==> src/rtl/lfsr_pkg.sv <==
// Shared definitions for the LFSR bank: per-channel FSM states, the
// XAPP052 tap-mask table and the channel-select width derivation.
package lfsr_pkg;

  typedef enum logic {
    WARM = 1'b0,
    RUN  = 1'b1
  } lfsr_state_e;

  // Channel-select width: at least one bit even for a single channel.
  function automatic int unsigned lfsr_chw(input int unsigned num_ch);
    return (num_ch > 1) ? $clog2(num_ch) : 1;
  endfunction

  function automatic logic [31:0] tap_bit(input int unsigned n);
    return 32'h1 << (n - 1);
  endfunction

  // XAPP052 XNOR feedback taps, bit n of the table maps to mask bit n-1.
  function automatic logic [31:0] lfsr_taps(input int unsigned dsize);
    logic [31:0] m;
    m = '0;
    case (dsize)
      4:  m = tap_bit(4)  | tap_bit(3);
      5:  m = tap_bit(5)  | tap_bit(3);
      6:  m = tap_bit(6)  | tap_bit(5);
      7:  m = tap_bit(7)  | tap_bit(6);
      8:  m = tap_bit(8)  | tap_bit(6)  | tap_bit(5) | tap_bit(4);
      9:  m = tap_bit(9)  | tap_bit(5);
      10: m = tap_bit(10) | tap_bit(7);
      11: m = tap_bit(11) | tap_bit(9);
      12: m = tap_bit(12) | tap_bit(6)  | tap_bit(4) | tap_bit(1);
      13: m = tap_bit(13) | tap_bit(4)  | tap_bit(3) | tap_bit(1);
      14: m = tap_bit(14) | tap_bit(5)  | tap_bit(3) | tap_bit(1);
      15: m = tap_bit(15) | tap_bit(14);
      16: m = tap_bit(16) | tap_bit(15) | tap_bit(13) | tap_bit(4);
      17: m = tap_bit(17) | tap_bit(14);
      18: m = tap_bit(18) | tap_bit(11);
      19: m = tap_bit(19) | tap_bit(6)  | tap_bit(2) | tap_bit(1);
      20: m = tap_bit(20) | tap_bit(17);
      21: m = tap_bit(21) | tap_bit(19);
      22: m = tap_bit(22) | tap_bit(21);
      23: m = tap_bit(23) | tap_bit(18);
      24: m = tap_bit(24) | tap_bit(23) | tap_bit(22) | tap_bit(17);
      25: m = tap_bit(25) | tap_bit(22);
      26: m = tap_bit(26) | tap_bit(6)  | tap_bit(2) | tap_bit(1);
      27: m = tap_bit(27) | tap_bit(5)  | tap_bit(2) | tap_bit(1);
      28: m = tap_bit(28) | tap_bit(25);
      29: m = tap_bit(29) | tap_bit(27);
      30: m = tap_bit(30) | tap_bit(6)  | tap_bit(4) | tap_bit(1);
      31: m = tap_bit(31) | tap_bit(28);
      32: m = tap_bit(32) | tap_bit(22) | tap_bit(2) | tap_bit(1);
      default: m = '0;
    endcase
    return m;
  endfunction

endpackage

==> src/rtl/lfsr_chan.sv <==
// One LFSR channel: state register, STEPS-unrolled XNOR step, warm-up
// counter and WARM/RUN FSM.
//   clk_i, reset_i : clock, synchronous active-high reset
//   adv_i          : advance request (honoured in RUN only)
//   load_i         : seed load strobe, beats any advance
//   load_dat_i     : seed value, already cleaned of the all-ones state
//   dat_o          : registered LFSR state
//   vld_o          : channel is in RUN
module lfsr_chan
  import lfsr_pkg::*;
#(
  parameter int unsigned       DSIZE    = 16,
  parameter int unsigned       STEPS    = 1,
  parameter int unsigned       WARMUP   = 8,
  parameter logic [DSIZE-1:0]  RST_SEED = '0
) (
  input  logic             clk_i,
  input  logic             reset_i,
  input  logic             adv_i,
  input  logic             load_i,
  input  logic [DSIZE-1:0] load_dat_i,
  output logic [DSIZE-1:0] dat_o,
  output logic             vld_o
);

  localparam int unsigned      CW        = (WARMUP > 0) ? $clog2(WARMUP + 1) : 1;
  localparam logic [CW-1:0]    WARM_INIT = CW'(WARMUP);
  localparam lfsr_state_e      START_ST  = (WARMUP == 0) ? RUN : WARM;
  localparam logic [DSIZE-1:0] TAPS      = DSIZE'(lfsr_taps(DSIZE));

  lfsr_state_e      state_q, state_d;
  logic [CW-1:0]    cnt_q, cnt_d;
  logic [DSIZE-1:0] lfsr_q, lfsr_d, adv_val;

  // XNOR of the tap bits enters at bit 0; masked-off bits contribute nothing.
  function automatic logic [DSIZE-1:0] step(input logic [DSIZE-1:0] s);
    return {s[DSIZE-2:0], ~^(s & TAPS)};
  endfunction

  always_comb begin
    adv_val = lfsr_q;
    for (int unsigned i = 0; i < STEPS; i++) begin
      adv_val = step(adv_val);
    end
  end

  always_comb begin
    state_d = state_q;
    cnt_d   = cnt_q;
    lfsr_d  = lfsr_q;
    if (load_i) begin
      lfsr_d  = load_dat_i;
      cnt_d   = WARM_INIT;
      state_d = START_ST;
    end else begin
      case (state_q)
        WARM: begin
          lfsr_d = adv_val;
          cnt_d  = cnt_q - CW'(1);
          if (cnt_q <= CW'(1)) begin
            state_d = RUN;
          end
        end
        RUN: begin
          if (adv_i) begin
            lfsr_d = adv_val;
          end
        end
        default: state_d = START_ST;
      endcase
    end
  end

  always_ff @(posedge clk_i) begin
    if (reset_i) begin
      state_q <= START_ST;
      cnt_q   <= WARM_INIT;
      lfsr_q  <= RST_SEED;
    end else begin
      state_q <= state_d;
      cnt_q   <= cnt_d;
      lfsr_q  <= lfsr_d;
    end
  end

  assign dat_o = lfsr_q;
  assign vld_o = (state_q == RUN);

endmodule

==> src/rtl/lfsr_bank.sv <==
// Bank of NUM_CH independent XNOR Fibonacci LFSRs with seed loading,
// leap-forward advance, all-ones protection and per-channel warm-up.
//   clk_i, reset_i : clock, synchronous active-high reset
//   rd_rand_i      : per-channel advance request
//   seed_we_i      : seed write strobe
//   seed_ch_i      : target channel (out-of-range writes are dropped)
//   seed_dat_i     : seed value
//   lfsr_dat_o     : channel c at [c*DSIZE +: DSIZE], registered
//   lfsr_vld_o     : per-channel RUN flag
//   seed_err_o     : one-cycle pulse when an all-ones seed was replaced by 0
module lfsr_bank
  import lfsr_pkg::*;
#(
  parameter  int unsigned DSIZE  = 16,
  parameter  int unsigned NUM_CH = 4,
  parameter  int unsigned STEPS  = 1,
  parameter  int unsigned SEED   = 2,
  parameter  int unsigned WARMUP = 8,
  localparam int unsigned CHW    = lfsr_chw(NUM_CH)
) (
  input  logic                    clk_i,
  input  logic                    reset_i,
  input  logic [NUM_CH-1:0]       rd_rand_i,
  input  logic                    seed_we_i,
  input  logic [CHW-1:0]          seed_ch_i,
  input  logic [DSIZE-1:0]        seed_dat_i,
  output logic [NUM_CH*DSIZE-1:0] lfsr_dat_o,
  output logic [NUM_CH-1:0]       lfsr_vld_o,
  output logic                    seed_err_o
);

  logic             seed_hit;
  logic             seed_ones;
  logic [DSIZE-1:0] seed_clean;
  logic             seed_err_q;

  assign seed_hit   = seed_we_i && (32'(seed_ch_i) < NUM_CH);
  assign seed_ones  = &seed_dat_i;
  assign seed_clean = seed_ones ? '0 : seed_dat_i;

  for (genvar c = 0; c < NUM_CH; c++) begin : g_ch
    localparam logic [DSIZE-1:0] RAW_SEED = DSIZE'(SEED + 32'(c));
    localparam logic [DSIZE-1:0] CH_SEED  = (RAW_SEED == '1) ? '0 : RAW_SEED;

    lfsr_chan #(
      .DSIZE    (DSIZE),
      .STEPS    (STEPS),
      .WARMUP   (WARMUP),
      .RST_SEED (CH_SEED)
    ) u_chan (
      .clk_i      (clk_i),
      .reset_i    (reset_i),
      .adv_i      (rd_rand_i[c]),
      .load_i     (seed_hit && (seed_ch_i == CHW'(c))),
      .load_dat_i (seed_clean),
      .dat_o      (lfsr_dat_o[c*DSIZE +: DSIZE]),
      .vld_o      (lfsr_vld_o[c])
    );
  end

  always_ff @(posedge clk_i) begin
    if (reset_i) begin
      seed_err_q <= 1'b0;
    end else begin
      seed_err_q <= seed_hit && seed_ones;
    end
  end

  assign seed_err_o = seed_err_q;

endmodule

==> config.mk <==
export PLATFORM = sky130hd
export DESIGN_NAME = lfsr_bank
export DESIGN_NICKNAME = d
export VERILOG_FILES = /design/src/rtl/lfsr_pkg.sv /design/src/rtl/lfsr_chan.sv /design/src/rtl/lfsr_bank.sv
export SDC_FILE = /design/constraint.sdc
export NUM_CORES = 1
export LEC_CHECK = 0
export CAP_MARGIN = 10
export CELL_PAD_IN_SITES_DETAIL_PLACEMENT = 1
export CELL_PAD_IN_SITES_GLOBAL_PLACEMENT = 1
export CORE_MARGIN = 4
export CORE_UTILIZATION = 43
export CTS_BUF_LIST = sky130_fd_sc_hd__clkbuf_16
export CTS_CLUSTER_SIZE = 20
export DETAILED_ROUTE_END_ITERATION = 8
export DONT_BUFFER_PORTS = 1
export PLACE_DENSITY_LB_ADDON = 0.1
export REMOVE_ABC_BUFFERS = 1
export SLEW_MARGIN = 20
export SYNTH_ARGS = -nofsm -noshare
export SYNTH_HDL_FRONTEND = slang
export SYNTH_SLANG_ARGS = --single-unit
==> constraint.sdc <==
create_clock -name clk_i -period 1.5 [get_ports clk_i]
set_input_delay 0.075 -clock clk_i [delete_from_list [all_inputs] [get_ports clk_i]]
set_output_delay 0.075 -clock clk_i [all_outputs]
set_load 0.02 [all_outputs]
== After elaboration in Yosys (flattened, before gate mapping) ==
Index checks and enable logic that the tools add are counted.

* Output and inout bits: 69
* Word-level logic and storage cells: 68
* Bits in registers: 85
* Input port bits: 25

* Bitwise operators: 4
* $add $sub $neg: 4
* Reduce and logical (&&, ||, !) cells: 15
* Magnitude comparators: 4
* Muxes and demuxes: 21
* Equality and inequality tests: 7

{| class="wikitable"
|+ Operator list
! cell !! number
|-
| 2-to-1 mux 16 bit || 9
|-
| case mux 16 bit (2 select lines) || 4
|-
| XNOR reduction 16 bit || 4
|-
| <= comparator 4 x 1 -> 1 bit, second input constant || 4
|-
| AND reduction 16 bit || 1
|-
| subtractor 4 x 1 -> 4 bit, second input constant || 4
|-
| inequality test 3 x 2 -> 1 bit, second input constant || 4
|-
| 2-to-1 mux 1 bit || 8
|-
| OR reduction 2 bit || 4
|-
| logical AND 1 bit || 5
|-
| equality test 2 bit, second input constant || 2
|-
| NOT 1 bit || 4
|-
| equality test 2 x 1 -> 1 bit, second input constant || 1
|-
| zero test 2 bit || 1
|}

== Longest topological paths before layout ==
* Depth in word-level cells: 4
* Mapped depth: 6
* Gate-level depth less buffers: 6

== By module ==
From an unflattened synthesis, not the netlist that was laid out.

* Cells, all modules: 487
* Area, all modules: 4545.6 sq um

{| class="wikitable"
|+ By module, submodules not included
! module !! instances !! cells an instance !! seq. area each (sq um) !! area an instance (sq um)
|-
| lfsr_chan (g_ch[0].u_chan ...) || 2 || 120 || 420.4 || 1101.1
|-
| lfsr_chan (g_ch[1].u_chan) || 1 || 118 || 420.4 || 1059.8
|-
| lfsr_chan (g_ch[3].u_chan) || 1 || 100 || 420.4 || 1058.5
|-
| lfsr_bank || 1 || 29 || 20.0 || 225.2
|}

== Least setup slack after synthesis ==
OpenSTA, ideal clock, no wires.

* Path kind: register to register
* Start: reg g_ch[0].u_chan.state_q
* End: reg g_ch[0].u_chan.lfsr_q[3]
* Buffers on the path: 2
* Period minus slack after synthesis: 1.430 ns
* Arrival time: 1.305 ns
* Path slack: 0.070 ns
* Library setup time: 0.125 ns
* Cell stages (with the launch flop): 6
* Data required time: 1.375 ns
* Cell sequence: dfxtp_1 nor2b_1 buf_2 clkbuf_4 mux2i_1 o22ai_2

* Word-level cells in the longest chain between the ends: 3
* Elaborated cells between the ends (all ways): 4
* Classes of those cells: eq/ne (1); mux (2); bitwise (1)

{| class="wikitable"
|+ Ends and longest elaborated chain
! item !! RTL line !! RTL
|-
| start: declaration || lfsr_chan.sv:31 || <nowiki>lfsr_state_e state_q, state_d;</nowiki>
|-
| start signal: assignment || lfsr_chan.sv:80 || <nowiki>state_q <= state_d;</nowiki>
|-
| NOT 1 bit || lfsr_chan.sv:56 || <nowiki>case (state_q)</nowiki>
|-
| case mux 16 bit (2 select lines) || lfsr_chan.sv:56 ||
|-
| 2-to-1 mux 16 bit || lfsr_chan.sv:51 || <nowiki>if (load_i) begin</nowiki>
|-
| end signal: assignment || lfsr_chan.sv:82 || <nowiki>lfsr_q <= lfsr_d;</nowiki>
|-
| end: declaration || lfsr_chan.sv:33 || <nowiki>logic [DSIZE-1:0] lfsr_q, lfsr_d, adv_val;</nowiki>
|}

Several ways; a longest one is shown, not always the timed one.
A chain may end at the register's enable or synchronous reset.

== Worst setup path after layout ==
* Start: in seed_ch_i[0]
* End: reg g_ch[0].u_chan.lfsr_q[1]

* Word-level cells in the longest chain between the ends: 3
* Elaborated cells between the ends (all ways): 4
* Classes of those cells: eq/ne (1); mux (1); reduce/logical (2)

{| class="wikitable"
|+ Ends and longest elaborated chain
! item !! RTL line !! RTL
|-
| start: declaration || lfsr_bank.sv:25 || <nowiki>input logic [CHW-1:0] seed_ch_i,</nowiki>
|-
| zero test 2 bit (*) || lfsr_bank.sv:54 || <nowiki>.load_i (seed_hit && (seed_ch_i == CHW'(c))),</nowiki>
|-
| logical AND 1 bit (*) || lfsr_bank.sv:54 ||
|-
| inequality test 3 x 2 -> 1 bit (no source line) / 2-to-1 mux 16 bit (equally long branches) || - ||
|}

Mark *: on every way between the ends. The rest lies on a longest branch, timed or not.

==> run summary <==
At the placement stage, the worst setup path has a slack of 116 ps. The run gives 84 as the number of DRC markers after the initial detailed-route iteration. The number of hold buffers added after CTS was 8.

The largest single stage delay on the critical path is 610 ps. For this run, design rule violations remaining after detail routing come to 0. The top fanout value on the critical path came out at 15. The share of synthesized registers carrying an async set or reset was 0; the number of cells in the design after placement was 488. After synthesis the netlist holds a flip-flop and latch count of 85. For this run, the number of Yosys warnings is 0.

The detail route stage leaves a number of antenna-violating nets equal to 0. The worst path buffer plus inverter count was 1; the number of enable flip-flop cells after synthesis was 0. The routed via count divided by cell count is 5.82, and the synthesized instance count is 375. Traced cell by cell, the critical path runs through dlygate4sd3_1 > nor3b_2 > nand2_8 > o221ai_1.

The H-tree depth reported by CTS came out at 3. The max-slew violation count came out at 0. Total wirelength of the detailed-routed design: 10900 um.

For this design the ratio of total power to cell area is 1580 mW/mm^2. The number of antenna violations at the first check in global routing is 0, and the vertical die dimension is 103 um. The final period utilization was 0.871. Class of the most critical hold timing path: input port to flop. The pin count of the biggest net entering global routing is 25, and the fmax is 765 MHz. Once routing completed, OpenROAD measured the worst setup slack at 194 ps. In this run the horizontal extent of the chip is 103 um.

The die covers 0.0106 mm^2. The signed area change from the synthesized netlist to the final layout is 16.5%. The tools report the leakage component of the power as 1.59 nW. At the worst endpoint, the required time is 1750 ps. Counting the buffers created by CTS gives 9. The number of iterations in the first detailed-routing pass was 4; the clock latency reported for the late side of the worst-skew pair was 340 ps. The run gives 0.00451 mm^2 as the area of all placed cells without fillers.

The tools report the cell at the root of the clock tree as clkbuf_16. The post-CTS setup buffer count was 0; the number of top-level pins was 94. The via count of the first global-routing pass is 3147, and the post-synthesis cell type count is 41. TritonCTS built the clock tree. Number of hold-slack violations in the final timing report: 0.

The critical path is of the input port to flop type. VDD sags by at most 0.000763 V. The run gives 512 as the number of cells in the finished layout apart from fillers. The run gives 1560 ps as the arrival time of the worst setup path.

The actual slew at the worst max-slew pin is 477 ps, and the row count is 34. The clock slew at the register clock pins of the worst setup and hold paths is 60 ps. Fill cells in the final layout number 959. By area the synthesized netlist is led by dfxtp_1 (44%), mux2i_1 (16%), o22ai_1 (6.6%). The number of clock sinks came out at 85. Category of the worst setup path capture point: a flop.

The logs give 0.212 for the overall track demand over capacity in global routing and 7.12 mW for the sum of internal, switching and leakage power. The detail-routed net length per standard cell came out at 21.3 um. The primary flip-flop cell chosen by synthesis mapping was dfxtp_1. Setup violations remaining at the end of the flow were counted as 0. Kind of launch point of the worst setup path: an input port.

The synthesized design spends more area on one cell type than any other, namely dfxtp_1. The number of gates resized after CTS was 0. The effective utilization at floorplan is 0.442, and the register-to-register path setup slack is 210 ps.

The tools report the post-synthesis instance area as 0.00387 mm^2. The tools report the number of nets in the layout as 432. The run gives 2980 as the routed via count.

Buffers placed on the I/O ports in this run total 0. After global routing the overflow that remains totals 0. Hold timing on the final database bottoms out at a slack of 4.09 ps. Clock period minus final worst setup slack: 1310 ps.

The fraction of the yosys area taken by sequential cells was 0.439. At the end of routability-driven placement, the weighted congestion stood at 0.747. The post-detailed-placement cell area is 0.00411 mm^2.

In the final layout, flip-flops and latches occupy 0.00170 mm^2. The worst slew slack as a fraction of its limit came out at 0.681. The cell family contributing the most delay on the critical path is simple AND/OR/NAND/NOR gates. The share of the synthesized area in the top cell type works out to 0.439. Area used by multi-input combinational logic: 0.00196 mm^2.

The tools report the number of inserted diodes as 0. The HPWL after detailed placement came out at 7900 um. The flow ran to the end, and the final reports show no timing, DRC or antenna violations.

The critical path's slowest cell is dlygate4sd3_1. Setup repair after global routing left no endpoint under its margin. The first global-routing pass estimated 17100 um of wire. The mean cell area of the mapped netlist came out at 10.3 um^2. The fraction of final layout cells with drive strength greater than 1 works out to 0.176. For the post-route clock skew, the log shows 6.16 ps.

The logs give 0 for the number of max-capacitance violations reported and 0.00876 mm^2 for the core box area. The clock passes through at most 2 buffers.
cell usage in the layout (no fill, tap or decap), types with 2 or more instances in the layout:
master and count:
o22ai_1 41, ha_1 8, clkinv_4 2, nor2_1 29, xnor2_1 19, o221ai_1 4
mux2i_1 61, nand2_1 21, a211oi_1 4, nor3_1 4, nor4_1 4, a21oi_1 5
buf_4 25, nand2_4 3, bufinv_16 2, a32oi_1 2, nand3_1 5, clkbuf_16 9
dfxtp_1 85, buf_12 4, nor2b_1 4, xor2_1 5, dlygate4sd3_1 8, nand4_1 4
o22ai_2 15, nand2b_1 2, inv_1 10, nor2b_2 4
layout make-up:
| class | instances | area share |
|---|---|---|
| clock buffers | 9 | 0.0499 |
| clock inverters | 7 | 0.0219 |
| inverters | 11 | 0.00915 |
| multi-input cells | 255 | 0.435 |
| flip-flops and latches | 85 | 0.377 |
| well taps | 108 | 0.0299 |
| repair buffers | 37 | 0.0771 |
worst paths after layout:
kind                                         startpoint                 endpoint  cells past startpoint
worst max-delay path                       seed_ch_i[0]  g_ch[0].u_chan.dat_o[1]                      4
worst min-delay path                      seed_dat_i[0]  g_ch[0].u_chan.dat_o[0]                      2
worst max register to register     g_ch[0].u_chan.vld_o  g_ch[0].u_chan.dat_o[0]                      5
worst min register to register  g_ch[0].u_chan.cnt_q[1]  g_ch[0].u_chan.cnt_q[1]                      2
metal layers:
metal / up-vias / global-route usage / share of wire
met5: - / 0 / 0
met4: 0 / 0.0598 / 0.017
met3: 16 / 0.0886 / 0.089
met2: 76 / 0.344 / 0.48
met1: 1484 / 0.258 / 0.41
li1: 1404 / - / -
kinds of logic (layout without fill, tap and decap cells):
logic type,count (synthesis),count (layout),synth area share
AO/OA/AOI/OAI,72,72,0.145
XOR/XNOR,24,24,0.0542
adder cells (fa/ha/maj),8,8,0.0258
buffers and inverters,35,64,0.0568
flip-flops,85,85,0.439
multiplexers,61,61,0.158
AND/OR/NAND/NOR,90,90,0.121
synthesized netlist by cell type (all sizes together) (2+ instances only):
| master | instances |
|---|---|
| dfxtp | 85 |
| mux2i | 61 |
| o22ai | 56 |
| nor2 | 29 |
| nand2 | 26 |
| buf | 20 |
| xnor2 | 19 |
| inv | 11 |
| ha | 8 |
| nor2b | 8 |
| a21oi | 5 |
| nand3 | 5 |
| xor2 | 5 |
| a211oi | 4 |
| clkbuf | 4 |
| nand4 | 4 |
| nor3 | 4 |
| nor4 | 4 |
| o221ai | 4 |
| a32oi | 2 |
| nand2b | 2 |
| nor3b | 2 |
worst reg2reg max path, delay by kind of cell (launching register included):
| family | cells | cell delay (ps) |
|---|---|---|
| simple gates | 2 | 270 |
| compound gates | 2 | 390 |
| buf+inv | 1 | 180 |
| flops | 1 | 350 |
state kept, by name, summed over array words and instances, names as in the netlist:
signal	flops
g_ch.u_chan.vld_o	4
g_ch.u_chan.cnt_q	16
g_ch.u_chan.dat_o	64
seed_err_o	1
metrics by stage:
| stage | setup TNS (ps) | utilization |
|---|---|---|
| after global routing | 0 | 0.515 |
| after detailed placement | 0 | 0.469 |
| final | 0 | 0.515 |
| after global placement | 0 | 0.469 |
| after CTS | 0 | 0.515 |
| after floorplan | -41190 | - |
where the power goes:
group	switching, mW	total (mW)	internal [mW]
Clock	0.949	2.42	1.47
Sequential	0.451	3.06	2.60
Combinational	0.854	1.65	0.797
Power figures use the tool's default switching activity.
